### config.mk
export PLATFORM = sky130hd
export DESIGN_NAME = shift_issue
export DESIGN_NICKNAME = d
export VERILOG_FILES = /design/src/rtl/shift_issue.sv
export SDC_FILE = /design/constraint.sdc
export NUM_CORES = 1
export LEC_CHECK = 0
export CORE_MARGIN = 1
export CORE_UTILIZATION = 35
export DETAILED_ROUTE_END_ITERATION = 8
export PLACE_DENSITY = 0.75
export SYNTH_ARGS = -nofsm -noshare
export SYNTH_HDL_FRONTEND = slang
export SYNTH_SLANG_ARGS = --single-unit
### constraint.sdc
create_clock -name clk -period 2 [get_ports clk]
set_input_delay 0.6 -clock clk [delete_from_list [all_inputs] [get_ports clk]]
set_output_delay 0.6 -clock clk [all_outputs]
set_load 0.01 [all_outputs]
### src/rtl/shift_issue.sv
// Registered issue stage feeding the RV32I barrel shifter: decodes shift instructions, buffers them in a
// 2-entry skid buffer and counts illegal encodings. Define SHIFT_ROTATE_EN to decode the rotate-right encoding.
module shift_issue #(
  parameter int unsigned WIDTH = 32,
  parameter int unsigned CNT_W = 16
) (
  input  logic             clk,
  input  logic             rst_n,
  input  logic             flush,
  input  logic             in_valid,
  output logic             in_ready,
  input  logic [2:0]       funct3,
  input  logic [6:0]       funct7,
  input  logic             is_imm,
  input  logic [11:0]      imm,
  input  logic [WIDTH-1:0] rs1_data,
  input  logic [WIDTH-1:0] rs2_data,
  input  logic [4:0]       rd,
  output logic             out_valid,
  input  logic             out_ready,
  output logic [1:0]       out_control,
  output logic [4:0]       out_shamt,
  output logic [WIDTH-1:0] out_data,
  output logic [4:0]       out_rd,
  output logic             out_illegal,
  output logic [CNT_W-1:0] illegal_count
);

  typedef enum logic [1:0] {EMPTY = 2'd0, ONE = 2'd1, FULL = 2'd2} state_t;

  typedef struct packed {
    logic [1:0]       control;
    logic [4:0]       shamt;
    logic [WIDTH-1:0] data;
    logic [4:0]       rd;
    logic             illegal;
  } entry_t;

  state_t           state, state_nxt;
  entry_t           out_q, skid_q, dec;
  logic             in_ready_q, out_valid_q;
  logic [CNT_W-1:0] count_q;
  logic [6:0]       f7;
  logic [4:0]       sh;
  logic             acc, take, load_out, load_skid, skid_to_out;
  logic             unused_rs2;

  assign unused_rs2 = ^rs2_data[WIDTH-1:5];

  assign acc  = in_valid && in_ready_q;
  assign take = out_valid_q && out_ready;

  // Shift decode; anything unrecognised becomes an illegal no-op shift.
  always_comb begin
    f7          = is_imm ? imm[11:5] : funct7;
    sh          = is_imm ? imm[4:0] : rs2_data[4:0];
    dec         = '0;
    dec.data    = rs1_data;
    dec.rd      = rd;
    dec.illegal = 1'b1;
    if (funct3 == 3'b001 && f7 == 7'b0000000) begin
      dec.control = 2'b00;
      dec.shamt   = sh;
      dec.illegal = 1'b0;
    end else if (funct3 == 3'b101) begin
      if (f7 == 7'b0000000) begin
        dec.control = 2'b01;
        dec.shamt   = sh;
        dec.illegal = 1'b0;
      end else if (f7 == 7'b0100000) begin
        dec.control = 2'b11;
        dec.shamt   = sh;
        dec.illegal = 1'b0;
      end
`ifdef SHIFT_ROTATE_EN
      else if (f7 == 7'b0110000) begin
        dec.control = 2'b10;
        dec.shamt   = sh;
        dec.illegal = 1'b0;
      end
`else
`endif
    end
  end

  // Next-state and buffer-load control; flush overrides everything.
  always_comb begin
    state_nxt   = state;
    load_out    = 1'b0;
    load_skid   = 1'b0;
    skid_to_out = 1'b0;
    case (state)
      EMPTY: if (acc) begin
        state_nxt = ONE;
        load_out  = 1'b1;
      end
      ONE: begin
        if (acc && take) begin
          load_out = 1'b1;
        end else if (acc) begin
          state_nxt = FULL;
          load_skid = 1'b1;
        end else if (take) begin
          state_nxt = EMPTY;
        end
      end
      FULL: if (take) begin
        state_nxt   = ONE;
        skid_to_out = 1'b1;
      end
      default: state_nxt = EMPTY;
    endcase
    if (flush) begin
      state_nxt   = EMPTY;
      load_out    = 1'b0;
      load_skid   = 1'b0;
      skid_to_out = 1'b0;
    end
  end

  always_ff @(posedge clk or negedge rst_n) begin
    if (!rst_n) begin
      state       <= EMPTY;
      in_ready_q  <= 1'b1;
      out_valid_q <= 1'b0;
      out_q       <= '0;
      skid_q      <= '0;
      count_q     <= '0;
    end else begin
      state       <= state_nxt;
      in_ready_q  <= (state_nxt != FULL);
      out_valid_q <= (state_nxt != EMPTY);
      if (load_out)         out_q  <= dec;
      else if (skid_to_out) out_q  <= skid_q;
      if (load_skid)        skid_q <= dec;
      if (acc && !flush && dec.illegal && (count_q != {CNT_W{1'b1}}))
        count_q <= count_q + CNT_W'(1);
    end
  end

  assign in_ready      = in_ready_q;
  assign out_valid     = out_valid_q;
  assign out_control   = out_q.control;
  assign out_shamt     = out_q.shamt;
  assign out_data      = out_q.data;
  assign out_rd        = out_q.rd;
  assign out_illegal   = out_q.illegal;
  assign illegal_count = count_q;

endmodule
* Word level (Yosys, flattened, before mapping)
Index checks and enable logic that the tools add are counted.
** Cells by class
- Add/sub/neg operators :: 1
- Equal/unequal tests :: 7
- Muxes and demuxes :: 29
- Reductions and logical operators :: 12
** Operators with widths (count)
- two-way mux 45 bit :: 2
- two-way mux 7 bit :: 5
- adder 16 x 1 -> 16 bit, second input constant :: 1
- inequality test 16 bit, second input constant :: 1
- two-way mux 1 bit :: 13
- two-way mux 2 bit :: 6
- equality test 7 x 6 -> 1 bit, second input constant :: 1
- logical AND 1 bit :: 7
- logical NOT 7 bit :: 1
- case mux 2 bit (3 select lines) :: 1
- two-way mux 5 bit :: 1
- nonzero test 2 bit :: 2
- equality test 3 x 1 -> 1 bit, second input constant :: 1
- equality test 3 bit, second input constant :: 1
- equality test 2 x 1 -> 1 bit, second input constant :: 1
- equality test 2 bit, second input constant :: 1
- logical NOT 2 bit :: 1
- inequality test 2 bit, second input constant :: 1
- case mux 1 bit (2 select lines) :: 1
- logical NOT 1 bit :: 1
** Word-level totals
- Flip-flop bits (word level) :: 110
- Bits of input ports :: 97
- Output and inout bits :: 63
- Logic and storage cells :: 63

* Depth between registers and ports, before layout
Gate-level depths: netlist of run 1.
- Word-level depth :: 8
- Mapped depth :: 8

* Worst setup path after synthesis of run 1
OpenSTA, ideal clock, no wires.
- Path kind :: input-to-reg
- From :: in is_imm
- To :: reg count_q[14], in the netlist illegal_count[14]
- Data arrival time :: 1.807 ns
- Data required time :: 1.875 ns
- Slack :: 0.068 ns
- Stages :: 7
- Cells stage by stage :: buf_4 mux2i_1 o21ai_0 a21oi_1 buf_2 nor3_1 mux2_2
** Between the ends
- Cells in the longest elaborated chain, start to end :: 8
** RTL lines
- from (decl) :: line 14 : input logic is_imm,
- two-way mux 7 bit * :: line 55 : f7 = is_imm ? imm[11:5] : funct7;
- equality test 7 x 6 -> 1 bit :: line 70 : end else if (f7 == 7'b0100000) begin
- two-way mux 1 bit :: line 70
- two-way mux 1 bit :: line 66 : if (f7 == 7'b0000000) begin
- two-way mux 1 bit :: line 65 : end else if (funct3 == 3'b101) begin
- two-way mux 1 bit * :: line 61 : if (funct3 == 3'b001 && f7 == 7'b0000000) begin
- logical AND 1 bit * (2 in series) :: line 136 : if (acc && !flush && dec.illegal && (count_q != {CNT_W{1'b1}}))
- to (signal assigned) :: line 137 : count_q <= count_q + CNT_W'(1);
- to (decl) :: line 42 : logic [CNT_W-1:0] count_q;
Mark *: on every way between the ends. The rest lies on a longest branch, timed or not.
A chain may end at the register's enable or synchronous reset.

* Worst setup path after layout of run 1
- From :: reg count_q[6], in the netlist illegal_count[6]
- To :: reg count_q[10], in the netlist illegal_count[10]
** Between the ends
- Cells in the longest elaborated chain, start to end :: 2
** RTL lines
- parallel branches: the longest is 2 deep, another holds adder 16 x 1 -> 16 bit
Several ways; the timed one is not identified.

==> flow_summary.toml, run 1 <==
[outcome]
status = "finished, violations left"
violations = "setup timing"

[synthesis]
netlist_area_um2 = 4850
ys_warn_count = 0
muxShareOfSynthArea_pct = 20.3
yosysMostFrequentCell = "dfrtp_1"
ys_ff_latch = 110
synth_nets = 513
synth_largest_area_cell = "dfrtp_1"
ys_top_cells_by_area = "dfrtp_1 56%, mux2_2 10%, mux2i_1 9.9%"
yosysSeqAreaShare_pct = 56.7
synth_compound_area_share_pct = 6.29
synth_top_area_share_pct = 56.2
synth_top_flop_cell = "dfrtp_1"
synth_area_per_cell_um2 = 11.7
synth_xor_area_share_pct = 2.53
ys_types = 33
synth_top_family_by_area = "multiplexers"
async_flop_share_pct = 100
synthAdderAreaFrac_pct = 0.258
yosys.area_share.simple_pct = 11.6
synth_edf_count = 0
syn_inst = 415
ys_top_cells_by_count = "109 x dfrtp_1, 62 x nand2_1, 53 x o21ai_0"

[clock_network]
cts_sinks = 110
cts-root-buf = "clkbuf_16"
cts_tree = "built"
h-tree-depth = 3
holdBufCountCts = 0
clk_latency_ns = 0.35
clockBufferDepth = 2
numCtsBuffers = 9
clk_pin_slew_ns = 0.07

[sta]
max_slew_margin_pct = 52.1
final-setup-viol-count = 1
rsz0062_at_grt = "yes"
slew_viol_final = 0
fin_skew_ns = 0.00797
finalCriticalPeriod_ns = 2.06
worstMarginPinSlew_ns = 0.713
fin_crit_sh_pct = 103
clock.fmax_mhz = 486
hold_viol_final = 0
setup_ws_ns = -0.0589
fin_setup_tns_ns = -0.0589

[finish]
layout.nets = 663
area_delta_synth_final_pct = 44.3
fillCellCount = 1191
layout-drive-gt1-share_pct = 20.0
n_antenna_cell = 0
fin_area_um2 = 7000
instances_no_fill = 746

[power]
pwr-share-comb_pct = 27.2
p_int_mw = 5.16
p_seq_share_pct = 47.0
peakVddDrop_v = 0.000476
powerDensity_nw_per_um2 = 1020
p_leak_nw = 2.80
p_sw_share_pct = 27.5
switchingPower_mw = 1.96
p_clk_share_pct = 25.7

[grt]
grt_pass1_vias = 3927
grt_max_degree = 49
antenna_found_initial = 0
grt_use_total_pct = 16.6
grt_first_pass_wirelength_um = 18700
overflow = 0

[critical_path]
cp_max_fo = 5
crit_chain = "nand4_1 -> nor4_2 -> or4_4 -> nor2_4 -> xor2_1"
arrival_ns = 2.29
worst_setup_path_start_kind = "flop"
cp_slowest_cell = "nor4_2"
critPathRequiredTime_ns = 2.23
max_stage_delay_ns = 0.74
endpoint_kind = "flop"
path_buf_inv = 0
critPathKind = "flop to flop"
cp_top_family = "simple AND/OR/NAND/NOR gates"

[place]
place_congestion = 0.799
hpwl_um = 7870
io_buffers = 132
place_inst = 728
placed_cell_area_um2 = 6600

[drt]
routed_via_density = 4.94
drt_iter0_drc = 187
firstDrtPassIters = 4
num_vias = 3686
wl_per_cell_um = 15.2
drcViolationCount = 0
ant_nets = 0
wl_um = 11300

[floorplan]
die_x_um = 120
die_h_um = 120
start_util_pct = 36.2
fp-row-count = 42
fp.dieArea_um2 = 14300
io_pins = 160
coreArea_um2 = 13400

[flow_run]
max_cap_viol_count = 0

[min_path]
hold_class = "primary input to asynchronous set/reset pin"
-- worst paths after layout --
check	startpoint	to	slack (ns)	depth (start not counted)
hold / removal	rst_n	skid_q[35]$_DFFE_PN0P_	0.20	1
hold reg to reg	skid_q[41]$_DFFE_PN0P_	skid_q[41]$_DFFE_PN0P_	0.48	2
setup / recovery	illegal_count[6]$_DFFE_PN0P_	illegal_count[10]$_DFFE_PN0P_	-0.06	5
min in group clk	skid_q[41]$_DFFE_PN0P_	skid_q[41]$_DFFE_PN0P_	0.48	2
setup reg to reg	illegal_count[6]$_DFFE_PN0P_	illegal_count[10]$_DFFE_PN0P_	-0.06	5
max in group asynchronous	rst_n	in_ready$_DFF_PN1_	1.21	2
-- cells by family after synthesis --
kind of cell | Yosys count
AND/OR/NAND/NOR | 115
flip-flops | 110
multiplexers | 93
AO/OA/AOI/OAI | 59
buffers and inverters | 23
XOR/XNOR | 14
adder cells (fa/ha/maj) | 1
-- area by class of cell --
| type | instances | area (um2) | area share [%] |
|---|---|---|---|
| tap | 176 | 220 | 3.14 |
| inverter | 2 | 7.51 | 0.107 |
| timing repair buffer | 160 | 1630 | 23.3 |
| multi-input combinational | 282 | 2080 | 29.7 |
| sequential | 110 | 2760 | 39.4 |
| clock inverter | 5 | 57.6 | 0.822 |
| clock buffer | 11 | 253 | 3.61 |
-- sequential cells by signal, summed over array words and instances (netlist names) --
name and cells:
illegal_count 16, in_ready 1, out_control 2, out_data 32, out_illegal 1, out_rd 5
out_shamt 5, out_valid 1, skid_q 45, state 2
-- power groups by stage --
stage                     clock network [mW]  registers, mW  logic [mW]
final                                   1.83           3.35        1.94
after global routing                    1.98           3.44        2.12
after CTS                               1.90           3.34        1.96
after detailed placement                   0           3.38        1.96
after global placement                     0           3.31        1.90
after floorplan                            0           3.43       0.775
-- stage by stage --
step / setup WS, ns / hold slack, ns / power, mW / util (%)
floorplan: 0.0684 / 0.304 / 4.20 / -
global placement: -0.402 / 0.461 / 5.22 / 49.2
detailed placement: -0.463 / 0.473 / 5.34 / 49.2
global route: -0.0860 / 0.222 / 7.54 / 52.3
finish: -0.0589 / 0.204 / 7.12 / 52.3
CTS: 0.00933 / 0.209 / 7.21 / 51.6
-- placed cells by master (no fill, tap or decap), types with 2 or more instances in the layout --
master,instances
a21o_1,2
nor2_1,5
nor4_2,5
nor2b_1,2
dfrtp_1,105
clkdlybuf4s50_1,125
nor3_1,5
buf_4,21
o21ai_0,52
mux2_2,45
nor2_4,2
nand4_1,8
and3_1,2
xnor2_1,7
inv_1,2
nand3_2,2
clkinvlp_4,3
dlymetal6s2s_1,2
dfrtp_2,4
clkbuf_16,9
nand2_1,61
xor2_1,7
nand2b_1,2
nand3_1,9
dlygate4sd2_1,4
nor4_1,2
clkbuf_8,2
mux2i_1,48
buf_12,8
-- repair_timing --
item                       4_1_cts  5_1_grt
resized for setup                9       16
setup buffers                    0        2
pin swaps                        0        6
setup endpoints to repair       10       16
-- metal layers --
| metal | vias up | track usage, % | share of wire, % |
|---|---|---|---|
| li1 | 1750 | - | - |
| met1 | 1803 | 19.3 | 41 |
| met2 | 114 | 28.4 | 50 |
| met3 | 19 | 4.61 | 7.0 |
| met4 | 0 | 7.42 | 2.1 |
| met5 | - | 0 | 0 |
Note: power is estimated with default switching activity, not from simulation.
==> inputs of run 2 (changes only) <==
CAP_MARGIN = 20   (was unset)
==> results of run 2 <==
The final DEF is identical to that of run 1; final timing and power are the same.
==> inputs of run 3 (changes only) <==
ABC_CLOCK_PERIOD_IN_PS = 2000   (was unset)
==> results of run 3 <==
The final DEF is identical to that of run 1; final timing and power are the same.
